`config.mk`:
```
export PLATFORM = sky130hd
export DESIGN_NAME = mem_req_sched
export DESIGN_NICKNAME = d
export VERILOG_FILES = /design/src/rtl/mem_pkg.sv /design/src/rtl/mem_wr_fifo.sv /design/src/rtl/mem_req_sched.sv
export SDC_FILE = /design/constraint.sdc
export NUM_CORES = 1
export LEC_CHECK = 0
export CAP_MARGIN = 20
export CORE_UTILIZATION = 26
export DETAILED_ROUTE_END_ITERATION = 10
export PLACE_DENSITY = 0.57
export SLEW_MARGIN = 10
export SYNTH_ARGS = -nofsm -noshare
export SYNTH_HDL_FRONTEND = slang
export SYNTH_HIERARCHICAL = 1
export SYNTH_SLANG_ARGS = --single-unit
```
`constraint.sdc`:
```
create_clock -name clk -period 2 [get_ports clk]
set_clock_uncertainty 0.05 [all_clocks]
set_input_delay 0.4 -clock clk [delete_from_list [all_inputs] [get_ports clk]]
set_output_delay 0.4 -clock clk [all_outputs]
set_load 0.02 [all_outputs]
```
`src/rtl/mem_pkg.sv`:
```
// -----------------------------------------------------------------------------
// mem_pkg
// Shared definitions for the memory request scheduler:
//   - WIDTH_DEF / PSIZE_DEF : default data / address widths
//   - wr_req_t              : write request layout {addr, data} at default widths
//   - gnt_e                 : arbitration grant {GNT_NONE, GNT_WR, GNT_RD}
//   - sat_inc               : saturating increment for the optional stats counters
// -----------------------------------------------------------------------------
package mem_pkg;

    localparam int WIDTH_DEF = 2;
    localparam int PSIZE_DEF = 2;
    localparam int STAT_W    = 16;

    typedef struct packed {
        logic [PSIZE_DEF-1:0] addr;
        logic [WIDTH_DEF-1:0] data;
    } wr_req_t;

    typedef enum logic [1:0] {
        GNT_NONE = 2'd0,
        GNT_WR   = 2'd1,
        GNT_RD   = 2'd2
    } gnt_e;

    // Counter sticks at all-ones instead of wrapping.
    function automatic logic [STAT_W-1:0] sat_inc(input logic [STAT_W-1:0] v,
                                                   input logic              en);
        return (en && (v != '1)) ? v + 1'b1 : v;
    endfunction

endpackage

```
`src/rtl/mem_wr_fifo.sv`:
```
// -----------------------------------------------------------------------------
// mem_wr_fifo
// Write queue of WQ_DEPTH entries (power of two, >= 2). Besides the head it
// exposes a per-entry valid mask and address so the scheduler can detect
// read-after-write hazards against every queued write.
// Ports:
//   clk, rst_n             : clock, async active-low reset (empties queue)
//   push_i, push_addr_i,
//   push_data_i            : enqueue (ignored when full)
//   pop_i                  : dequeue head (ignored when empty)
//   full_o, empty_o        : occupancy flags
//   head_addr_o/head_data_o: oldest entry
//   ent_vld_o, ent_addr_o  : per-slot valid bit and address
// -----------------------------------------------------------------------------
module mem_wr_fifo
    import mem_pkg::*;
#(
    parameter int WIDTH    = WIDTH_DEF,
    parameter int PSIZE    = PSIZE_DEF,
    parameter int WQ_DEPTH = 2
) (
    input  logic                               clk,
    input  logic                               rst_n,
    input  logic                               push_i,
    input  logic [PSIZE-1:0]                   push_addr_i,
    input  logic [WIDTH-1:0]                   push_data_i,
    input  logic                               pop_i,
    output logic                               full_o,
    output logic                               empty_o,
    output logic [PSIZE-1:0]                   head_addr_o,
    output logic [WIDTH-1:0]                   head_data_o,
    output logic [WQ_DEPTH-1:0]                ent_vld_o,
    output logic [WQ_DEPTH-1:0][PSIZE-1:0]     ent_addr_o
);

    localparam int PTR_W = $clog2(WQ_DEPTH);

    logic [WQ_DEPTH-1:0][PSIZE-1:0] addr_q;
    logic [WQ_DEPTH-1:0][WIDTH-1:0] data_q;
    logic [PTR_W-1:0]               wptr_q, wptr_d;
    logic [PTR_W-1:0]               rptr_q, rptr_d;
    logic [PTR_W:0]                 cnt_q, cnt_d;
    logic                           push_ok, pop_ok;

    assign full_o  = (cnt_q == (PTR_W+1)'(WQ_DEPTH));
    assign empty_o = (cnt_q == '0);
    assign push_ok = push_i && !full_o;
    assign pop_ok  = pop_i && !empty_o;

    always_comb begin
        wptr_d = wptr_q;
        rptr_d = rptr_q;
        cnt_d  = cnt_q;
        // Pointers wrap naturally: depth is a power of two.
        if (push_ok) wptr_d = wptr_q + 1'b1;
        if (pop_ok)  rptr_d = rptr_q + 1'b1;
        if (push_ok && !pop_ok)      cnt_d = cnt_q + 1'b1;
        else if (pop_ok && !push_ok) cnt_d = cnt_q - 1'b1;
    end

    always_ff @(posedge clk or negedge rst_n) begin
        if (!rst_n) begin
            addr_q <= '0;
            data_q <= '0;
            wptr_q <= '0;
            rptr_q <= '0;
            cnt_q  <= '0;
        end else begin
            if (push_ok) begin
                addr_q[wptr_q] <= push_addr_i;
                data_q[wptr_q] <= push_data_i;
            end
            wptr_q <= wptr_d;
            rptr_q <= rptr_d;
            cnt_q  <= cnt_d;
        end
    end

    assign head_addr_o = addr_q[rptr_q];
    assign head_data_o = data_q[rptr_q];
    assign ent_addr_o  = addr_q;

    // A slot is live when its distance from the read pointer is below the count.
    for (genvar i = 0; i < WQ_DEPTH; i++) begin : g_vld
        logic [PTR_W-1:0] off;
        assign off          = PTR_W'(i) - rptr_q;
        assign ent_vld_o[i] = ({1'b0, off} < cnt_q);
    end

endmodule

```
`src/rtl/mem_req_sched.sv`:
```
// -----------------------------------------------------------------------------
// mem_req_sched
// Schedules queued writes and direct reads onto a single-port memory, one
// command per cycle. Reads never bypass a queued write to the same address:
// on a match the read is held off while writes drain. Otherwise write and
// read alternate round-robin, the last granted type losing a tie.
// Optional feature: define MEM_REQ_SCHED_STATS_EN to add saturating 16-bit
// counters hazard_stall_cnt, wr_issue_cnt and rd_issue_cnt.
// Ports:
//   clk, rst_n                  : clock, async active-low reset
//   wr_valid/wr_ready, wr_addr,
//   wr_data                     : write request channel (queued)
//   rd_valid/rd_ready, rd_addr  : read request channel (issued directly)
//   in_wr, in_rd, in_wr_addr,
//   in_rd_addr, in_data         : memory command (fields zero when idle)
//   out_data                    : registered memory read data
//   rsp_valid, rsp_data         : read response, one cycle after in_rd
// -----------------------------------------------------------------------------
module mem_req_sched
    import mem_pkg::*;
#(
    parameter int WIDTH    = WIDTH_DEF,
    parameter int PSIZE    = PSIZE_DEF,
    parameter int WQ_DEPTH = 2
) (
    input  logic             clk,
    input  logic             rst_n,
    input  logic             wr_valid,
    output logic             wr_ready,
    input  logic [PSIZE-1:0] wr_addr,
    input  logic [WIDTH-1:0] wr_data,
    input  logic             rd_valid,
    output logic             rd_ready,
    input  logic [PSIZE-1:0] rd_addr,
    output logic             in_wr,
    output logic             in_rd,
    output logic [PSIZE-1:0] in_wr_addr,
    output logic [PSIZE-1:0] in_rd_addr,
    output logic [WIDTH-1:0] in_data,
    input  logic [WIDTH-1:0] out_data,
    output logic             rsp_valid,
    output logic [WIDTH-1:0] rsp_data
`ifdef MEM_REQ_SCHED_STATS_EN
   ,output logic [15:0]      hazard_stall_cnt,
    output logic [15:0]      wr_issue_cnt,
    output logic [15:0]      rd_issue_cnt
`endif
);

    logic                           q_full, q_empty;
    logic [PSIZE-1:0]               head_addr;
    logic [WIDTH-1:0]               head_data;
    logic [WQ_DEPTH-1:0]            ent_vld;
    logic [WQ_DEPTH-1:0][PSIZE-1:0] ent_addr;

    logic  live_q;          // low in reset and the first cycle after release
    gnt_e  last_q, last_d;  // last granted type for round-robin
    gnt_e  gnt;
    logic  rsp_vld_q;
    logic  hazard, wr_elig, rd_elig, push;

    mem_wr_fifo #(
        .WIDTH    (WIDTH),
        .PSIZE    (PSIZE),
        .WQ_DEPTH (WQ_DEPTH)
    ) u_wq (
        .clk         (clk),
        .rst_n       (rst_n),
        .push_i      (push),
        .push_addr_i (wr_addr),
        .push_data_i (wr_data),
        .pop_i       (in_wr),
        .full_o      (q_full),
        .empty_o     (q_empty),
        .head_addr_o (head_addr),
        .head_data_o (head_data),
        .ent_vld_o   (ent_vld),
        .ent_addr_o  (ent_addr)
    );

    // Read-after-write hazard against any queued write.
    always_comb begin
        hazard = 1'b0;
        for (int i = 0; i < WQ_DEPTH; i++) begin
            if (ent_vld[i] && (ent_addr[i] == rd_addr)) hazard = 1'b1;
        end
    end

    assign wr_elig = !q_empty;
    assign rd_elig = rd_valid && !hazard;

    always_comb begin
        gnt = GNT_NONE;
        if (live_q) begin
            if (wr_elig && rd_elig) gnt = (last_q == GNT_WR) ? GNT_RD : GNT_WR;
            else if (wr_elig)       gnt = GNT_WR;
            else if (rd_elig)       gnt = GNT_RD;
        end
    end

    always_comb begin
        last_d = last_q;
        if (gnt != GNT_NONE) last_d = gnt;
    end

    assign wr_ready   = live_q && !q_full;
    assign push       = wr_valid && wr_ready;
    assign rd_ready   = (gnt == GNT_RD);
    assign in_rd      = rd_valid && rd_ready;
    assign in_wr      = (gnt == GNT_WR);
    assign in_wr_addr = in_wr ? head_addr : '0;
    assign in_data    = in_wr ? head_data : '0;
    assign in_rd_addr = in_rd ? rd_addr   : '0;
    assign rsp_valid  = rsp_vld_q;
    assign rsp_data   = rsp_vld_q ? out_data : '0;

    always_ff @(posedge clk or negedge rst_n) begin
        if (!rst_n) begin
            live_q    <= 1'b0;
            last_q    <= GNT_WR;    // read wins the first tie
            rsp_vld_q <= 1'b0;
        end else begin
            live_q    <= 1'b1;
            last_q    <= last_d;
            rsp_vld_q <= in_rd;
        end
    end

`ifdef MEM_REQ_SCHED_STATS_EN
    logic [STAT_W-1:0] haz_cnt_q, wr_cnt_q, rd_cnt_q;

    always_ff @(posedge clk or negedge rst_n) begin
        if (!rst_n) begin
            haz_cnt_q <= '0;
            wr_cnt_q  <= '0;
            rd_cnt_q  <= '0;
        end else begin
            haz_cnt_q <= sat_inc(haz_cnt_q, live_q && rd_valid && hazard);
            wr_cnt_q  <= sat_inc(wr_cnt_q, in_wr);
            rd_cnt_q  <= sat_inc(rd_cnt_q, in_rd);
        end
    end

    assign hazard_stall_cnt = haz_cnt_q;
    assign wr_issue_cnt     = wr_cnt_q;
    assign rd_issue_cnt     = rd_cnt_q;
`endif

endmodule

```
==> qor.json, run 1 <==
{
  "status": {"value": "complete, but fails checks"},
  "violations": {"value": "setup timing"},
  "arrival_time_of_data_at_the_critical_path_endpoint": {"value": 1820, "unit": "ps"},
  "pin_count": {"value": 25},
  "clockBufferDepth": {"value": 2},
  "area.growth.synth_to_final": {"value": 63.65, "unit": "%"},
  "place_inst": {"value": 164},
  "post-dp-hpwl": {"value": 1.631, "unit": "mm"},
  "gp_congestion": {"value": 0.7016},
  "yosys-top-cells-area": {"value": "sky130_fd_sc_hd__dfrtp_1, sky130_fd_sc_hd__mux2_2, sky130_fd_sc_hd__mux2_4, sky130_fd_sc_hd__and2_1, sky130_fd_sc_hd__xnor2_1"},
  "synth_seq_area_share": {"value": 42.74, "unit": "%"},
  "grt_pass1_wl": {"value": 3.636, "unit": "mm"},
  "critical_path.max_fanout": {"value": 5},
  "fmax": {"value": 0.4403, "unit": "GHz"},
  "cts_inserted_buffers": {"value": 3},
  "netlist_instances": {"value": 80},
  "floorplan.die.height": {"value": 62.12, "unit": "um"},
  "r2r_cells": {"value": 10},
  "fin_crit_sh": {"value": 113.5, "unit": "%"},
  "finalMaxSlewViolations": {"value": 0},
  "worst_slack": {"value": -271.0, "unit": "ps"},
  "row_count": {"value": 21},
  "effective_utilization_at_floorplan": {"value": 27.72, "unit": "%"},
  "final_design_area_no_fill": {"value": 1538, "unit": "sq um"},
  "power.density": {"value": 1487, "unit": "nW/um^2"},
  "timing.final.setup_violations": {"value": 10},
  "cts_max_level": {"value": 1},
  "chipWidth": {"value": 62.12, "unit": "um"},
  "numClockSinks": {"value": 16},
  "grt_remaining_overflow": {"value": 0},
  "postSynth.topFlopCell": {"value": "sky130_fd_sc_hd__dfrtp_1"},
  "ys_warn_count": {"value": 6},
  "final_hold_vio_count": {"value": 0},
  "setup_slack_reg_to_reg": {"value": -110, "unit": "ps"},
  "net_count_after_synthesis": {"value": 93},
  "tritoncts_clock_tree": {"value": "yes"},
  "worst_ep_required": {"value": 1550, "unit": "ps"},
  "detailedRoute.firstPassIterationCount": {"value": 3},
  "post_drt_via_cell_ratio": {"value": 4.251},
  "yosys.cell_count.top_type": {"value": "sky130_fd_sc_hd__dfrtp_1"},
  "route.detailed.drc": {"value": 0},
  "grt_antenna_before_repair": {"value": 0},
  "synthDistinctLibCells": {"value": 29},
  "design.final.nets": {"value": 143},
  "antenna_violating_nets_post_route": {"value": 0},
  "clk_root_buffer_cell": {"value": "sky130_fd_sc_hd__clkbuf_4"},
  "peak_supply_drop": {"value": 681.4, "unit": "uV"},
  "post_synth_top_cells": {"value": "sky130_fd_sc_hd__dfrtp_1, sky130_fd_sc_hd__and2_1, sky130_fd_sc_hd__mux2_2"},
  "worst_r2r_endpoint": {"value": "u_wq/cnt_q[1]$_DFFE_PN0P_"},
  "synth_top_area_share": {"value": 39.95, "unit": "%"},
  "grt_usage": {"value": 12.43, "unit": "%"},
  "setup_repair_after_global_routing_missed_its_margin": {"value": "yes"},
  "vias_in_the_first_global_route": {"value": 828},
  "syn_area_per_cell": {"value": 11.75, "unit": "sq um"},
  "reg2reg_from": {"value": "u_wq/ent_addr_o[3]$_DFFE_PN0P_"},
  "fillers": {"value": 313},
  "placement.cell_area": {"value": 1384, "unit": "sq um"},
  "initial_drc_count": {"value": 17},
  "ys_seq_elements": {"value": 16},
  "async_flop_share": {"value": 100.0, "unit": "%"},
  "cellLeakagePower": {"value": 0.7200, "unit": "nW"},
  "synth_enable_flop_cells": {"value": 0},
  "post_route_cells_drive_above_1_share": {"value": 61.24, "unit": "%"},
  "wire_per_inst": {"value": 12.49, "unit": "um"},
  "fin_total_pwr": {"value": 0.002286, "unit": "W"},
  "post_layout_min_period": {"value": 2271, "unit": "ps"},
  "timing.critical_path.from_type": {"value": "primary input"},
  "buffer_ports.inserted": {"value": 24},
  "max-cap-violations": {"value": 0},
  "min_path_type": {"value": "primary input to async pin"},
  "clk_latency": {"value": 280, "unit": "ps"},
  "detail_route.wirelength": {"value": 2.185, "unit": "mm"},
  "critPathKind": {"value": "primary input to primary output"},
  "place_worst_setup_slack": {"value": -848.5, "unit": "ps"},
  "worst_setup_hold_path_clk_slew": {"value": 90, "unit": "ps"},
  "placeableCoreArea": {"value": 3390, "unit": "sq um"},
  "final_util": {"value": 45.37, "unit": "%"},
  "synth_top_area_cell": {"value": "sky130_fd_sc_hd__dfrtp_1"},
  "layout.cells.non_filler": {"value": 175},
  "maximum_number_of_pins_on_one_net_before_global_route_repair": {"value": 17},
  "dieArea": {"value": 3858, "unit": "sq um"},
  "routed-via-count": {"value": 744},
  "netlist_area": {"value": 939.7, "unit": "sq um"},
  "num_antenna_cells": {"value": 0},
  "endpoint_kind": {"value": "primary output"}
}
==> final cells by class <==
| type | instances | area, sq um | area share [%] |
|---|---|---|---|
| repair buffers | 48 | 432.9 | 28.15 |
| well taps | 46 | 57.56 | 3.743 |
| multi-input cells | 56 | 590.6 | 38.41 |
| flip-flops and latches | 16 | 401.6 | 26.12 |
| clock buffers | 4 | 36.28 | 2.360 |
| inverters | 5 | 18.77 | 1.221 |
==> worst max-delay path by stage <==
stage / from / to / slack (ps) / cells after the start
2_1_floorplan: u_wq/rptr_q$_DFFE_PN0P_ / u_wq/cnt_q[1]$_DFFE_PN0P_ / -50 / 10
3_3_place_gp: rd_addr[0] / in_data[0] / -830 / 6
3_5_place_dp: rd_addr[1] / in_data[0] / -850 / 6
4_1_cts: u_wq/ent_addr_o[2]$_DFFE_PN0P_ / in_data[0] / -300 / 6
5_1_grt: u_wq/ent_addr_o[3]$_DFFE_PN0P_ / in_data[0] / -380 / 6
6_report: rd_addr[0] / in_wr_addr[0] / -270 / 7
==> layer usage <==
metal | part of all wire (%) | wire [um] | vias to the layer above | track usage [%]
met5 | 0 | 0 | - | 0
met4 | 0.92 | 20 | 0 | 3.488
met3 | 4.6 | 101 | 2 | 5.147
met2 | 52 | 1130 | 19 | 21.29
met1 | 43 | 932 | 354 | 14.14
li1 | - | - | 369 | -
==> cells by family (layout without fill, tap and decap cells) <==
| kind of cell | Yosys count | after routing | share of synthesized area (%) |
|---|---|---|---|
| AO/OA/AOI/OAI | 11 | 11 | 10.52 |
| XOR/XNOR | 9 | 9 | 8.389 |
| adder cells (fa/ha/maj) | 1 | 1 | 1.331 |
| buffers and inverters | 8 | 57 | 4.792 |
| flip-flops | 16 | 16 | 42.74 |
| multiplexers | 13 | 13 | 17.04 |
| other | 1 | 1 | 0.3991 |
| AND/OR/NAND/NOR | 21 | 21 | 14.78 |
==> placed cells by master, fill, tap and decap left out, types with 4 or more instances in the layout <==
cell type,n
sky130_fd_sc_hd__and2_4,7
sky130_fd_sc_hd__buf_4,20
sky130_fd_sc_hd__buf_6,13
sky130_fd_sc_hd__clkdlybuf4s50_1,10
sky130_fd_sc_hd__dfrtp_1,15
sky130_fd_sc_hd__mux2_2,8
sky130_fd_sc_hd__mux2_4,4
sky130_fd_sc_hd__nor2_1,6
sky130_fd_sc_hd__xnor2_2,4
==> what timing repair did <==
action	in CTS	in global routing
endpoints found under the setup margin	14	13
setup buffers	4	3
gates resized for setup	66	13
pin swaps	13	6
hold buffers	0	0
==> metrics by stage <==
stage	hold slack, ps	setup TNS, ps
floorplan	54.41	-48.74
CTS	377.0	-2195
global placement	441.6	-8222
detailed placement	443.3	-8402
global route	375.4	-3087
finish	379.7	-1998
==> sequential cells by signal, summed over array words and instances, names as in the netlist <==
name             flops
rsp_valid            1
u_wq/rptr_q          1
last_q               2
u_wq/wptr_q          1
u_wq/cnt_q           2
live_q               1
u_wq/data_q          4
u_wq/ent_addr_o      4
==> report_power, final <==
part	switching [W]	internal, W
Sequential	0.000131	0.000484
Clock	0.000104	0.000111
Combinational	0.000592	0.000864
==> worst max-delay path, stage by stage <==
cell	delay [ps]
sky130_fd_sc_hd__dlygate4sd2_1	300
sky130_fd_sc_hd__xnor2_2	190
sky130_fd_sc_hd__a31oi_2	110
sky130_fd_sc_hd__buf_4	160
sky130_fd_sc_hd__a311oi_4	330
sky130_fd_sc_hd__and2_4	220
sky130_fd_sc_hd__buf_6	110
Note: power is estimated with default switching activity, not from simulation.
==> run 2, diff against run 1 <==
--- a/config.mk
+++ b/config.mk
@@ -6,9 +6,9 @@
 export NUM_CORES = 1
 export LEC_CHECK = 0
 export CAP_MARGIN = 20
-export CORE_UTILIZATION = 26
+export CORE_UTILIZATION = 46
 export DETAILED_ROUTE_END_ITERATION = 10
-export PLACE_DENSITY = 0.57
+export PLACE_DENSITY = 0.83
 export SLEW_MARGIN = 10
 export SYNTH_ARGS = -nofsm -noshare
 export SYNTH_HDL_FRONTEND = slang
==> constraint.sdc (replaced) <==
create_clock -name clk -period 2.4 [get_ports clk]
set_clock_uncertainty 0.05 [all_clocks]
set_input_delay 0.48 -clock clk [delete_from_list [all_inputs] [get_ports clk]]
set_output_delay 0.48 -clock clk [all_outputs]
set_load 0.02 [all_outputs]
==> run 2 against run 1 <==
Net effect:
- the run now ends clean
- die area fell by 42%
- cell area fell by 16%
- count of clock-buffer cells in the layout did not move
- sequential power fell by 18%
- power fell by 30%
- flip-flop and latch count did not move
- critical path depth did not move
- final cell count fell by 18%
- worst hold slack improved by 86 ps
- first-iteration DRC count fell by 71%
- combinational power fell by 37%
- register-to-register slack improved by 410 ps
- critical path type unchanged
- largest power group unchanged
==> qor.json, run 2 (same netlist as run 1, synthesis figures left out) <==
{
  "reg2reg_from": {"value": "u_wq/ent_addr_o[2]$_DFFE_PN0P_"},
  "routed-via-count": {"value": 693},
  "worst_setup_hold_path_clk_slew": {"value": 90, "unit": "ps"},
  "post_route_cells_drive_above_1_share": {"value": 42.86, "unit": "%"},
  "initial_drc_count": {"value": 5},
  "area.growth.synth_to_final": {"value": 37.95, "unit": "%"},
  "max-cap-violations": {"value": 0},
  "post_drt_via_cell_ratio": {"value": 4.813},
  "critical_path.max_fanout": {"value": 4},
  "fin_crit_sh": {"value": 97.47, "unit": "%"},
  "timing.final.setup_violations": {"value": 0},
  "setup_repair_after_global_routing_missed_its_margin": {"value": "yes"},
  "floorplan.die.height": {"value": 47.20, "unit": "um"},
  "min_path_cells": {"value": 1},
  "detailedRoute.firstPassIterationCount": {"value": 4},
  "cpPeakStageDelay": {"value": 450, "unit": "ps"},
  "route.detailed.drc": {"value": 0},
  "clockBufferDepth": {"value": 2},
  "cellLeakagePower": {"value": 0.6101, "unit": "nW"},
  "dieArea": {"value": 2227, "unit": "sq um"},
  "numClockSinks": {"value": 16},
  "finalMaxSlewViolations": {"value": 0},
  "place_worst_setup_slack": {"value": -560.1, "unit": "ps"},
  "cts_max_level": {"value": 1},
  "effective_utilization_at_floorplan": {"value": 51.62, "unit": "%"},
  "startpoint_of_the_worst_setup_timing_path": {"value": "rd_valid"},
  "row_count": {"value": 15},
  "post_layout_min_period": {"value": 2339, "unit": "ps"},
  "timing.critical_path.from_type": {"value": "primary input"},
  "buffer_ports.inserted": {"value": 24},
  "peak_supply_drop": {"value": 702.3, "unit": "uV"},
  "worst_r2r_endpoint": {"value": "u_wq/cnt_q[1]$_DFFE_PN0P_"},
  "hold-worst-slack": {"value": 465.3, "unit": "ps"},
  "critPathTopFamily": {"value": "buffers and inverters"},
  "clk_root_buffer_cell": {"value": "sky130_fd_sc_hd__clkbuf_4"},
  "placeableCoreArea": {"value": 1821, "unit": "sq um"},
  "grt_antenna_before_repair": {"value": 0},
  "fmax": {"value": 0.4275, "unit": "GHz"},
  "critical_path_buf_inv_count": {"value": 4},
  "num_antenna_cells": {"value": 0},
  "status": {"value": "complete, no violations"},
  "final_hold_vio_count": {"value": 0},
  "cts_inserted_buffers": {"value": 3},
  "worst_ep_required": {"value": 1870, "unit": "ps"},
  "detail_route.wirelength": {"value": 1.830, "unit": "mm"},
  "design.final.nets": {"value": 133},
  "critical_path.slowest_cell": {"value": "sky130_fd_sc_hd__clkdlybuf4s50_1"},
  "gp_congestion": {"value": 0.6985},
  "post-dp-hpwl": {"value": 1.447, "unit": "mm"},
  "wire_per_inst": {"value": 12.71, "unit": "um"},
  "worst_pin_slew": {"value": 712.7, "unit": "ps"},
  "r2r_cells": {"value": 9},
  "grt_remaining_overflow": {"value": 0},
  "final_util": {"value": 71.20, "unit": "%"},
  "crit_chain": {"value": "clkdlybuf4s50_1 > inv_1 > a31oi_2 > buf_4 > o2111a_2 > and2_1 > buf_2"},
  "min_delay_worst_endpoint": {"value": "u_wq/data_q[1]$_DFFE_PN0P_"},
  "pin_count": {"value": 25},
  "grt_pass1_wl": {"value": 2.911, "unit": "mm"},
  "worst_slack": {"value": 60.67, "unit": "ps"},
  "chipWidth": {"value": 47.20, "unit": "um"},
  "worst_slew_margin_rel": {"value": 52.34, "unit": "%"},
  "tritoncts_clock_tree": {"value": "yes"},
  "final_design_area_no_fill": {"value": 1296, "unit": "sq um"},
  "vias_in_the_first_global_route": {"value": 685},
  "startpoint_of_the_tightest_hold_check_path": {"value": "u_wq/data_q[1]$_DFFE_PN0P_"},
  "grt_usage": {"value": 19.17, "unit": "%"},
  "critPathKind": {"value": "primary input to primary output"},
  "antenna_violating_nets_post_route": {"value": 0},
  "clk_latency": {"value": 290, "unit": "ps"},
  "holdBufCountCts": {"value": 0},
  "setup_slack_reg_to_reg": {"value": 300, "unit": "ps"},
  "placement.cell_area": {"value": 1282, "unit": "sq um"},
  "most-common-layout-cells": {"value": "sky130_fd_sc_hd__buf_4, sky130_fd_sc_hd__dfrtp_1, sky130_fd_sc_hd__clkdlybuf4s50_1, sky130_fd_sc_hd__and2_1, sky130_fd_sc_hd__mux2_2"},
  "endpoint_kind": {"value": "primary output"},
  "power.density": {"value": 1237, "unit": "nW/um^2"},
  "fin_setup_tns": {"value": 0, "unit": "ps"},
  "min_path_type": {"value": "flop to flop"},
  "layout.cells.most_common": {"value": "sky130_fd_sc_hd__buf_4"},
  "maximum_number_of_pins_on_one_net_before_global_route_repair": {"value": 17},
  "arrival_time_of_data_at_the_critical_path_endpoint": {"value": 1810, "unit": "ps"}
}
run 2: cell count changes in the layout (fill, tap and decap cells not counted), sizes merged:
cell and change:
buf -12, clkbuf -2, clkdlybuf4s15 +2, clkdlybuf4s50 +3, dlygate4sd2 -1
run 2: power by group:
group          internal (W)  switching [W]  leakage [nW]  total, W
Sequential         0.000403       0.000103         0.191  0.000506
Clock             0.0000924      0.0000883        0.0210  0.000181
Combinational      0.000525       0.000392         0.399  0.000917
Total               0.00102       0.000583         0.610   0.00160
run 2: repair_timing:
action                     CTS  global route
setup buffers                1             0
pin swaps                    1             0
setup endpoints to repair    9             2
resized for setup           38             0
run 2: per-layer routing:
metal / track usage, % / vias to the layer above / part of all wire [%]
li1: - / 349 / -
met1: 24.46 / 326 / 46
met2: 33.33 / 16 / 50
met3: 3.462 / 2 / 3.1
met4: 5.143 / 0 / 0.82
met5: 0 / - / 0
run 2: per-stage QoR:
stage	std cells	power, W
final	144	0.001604
after global routing	144	0.001718
after CTS	144	0.001622
after detailed placement	139	0.001458
after global placement	139	0.001426
after floorplan	80	0.001108
run 2: worst max-delay path by stage:
stage,cells past startpoint,endpoint,slack (ps)
2_1_floorplan,9,u_wq/cnt_q[1]$_DFFE_PN0P_,10
3_3_place_gp,7,in_wr_addr[1],-540
3_5_place_dp,7,in_wr_addr[0],-560
4_1_cts,7,in_rd_addr[1],70
5_1_grt,7,in_rd_addr[0],-10
6_report,7,in_rd_addr[1],60
run 2: layout make-up:
cell class / instances / area [sq um]
inverter: 5 / 18.77
timing repair buffer: 38 / 315.3
sequential: 16 / 401.6
fill: 145 / 524.3
multi-input combinational: 56 / 493.0
clock buffer: 4 / 36.28
tap: 25 / 31.28
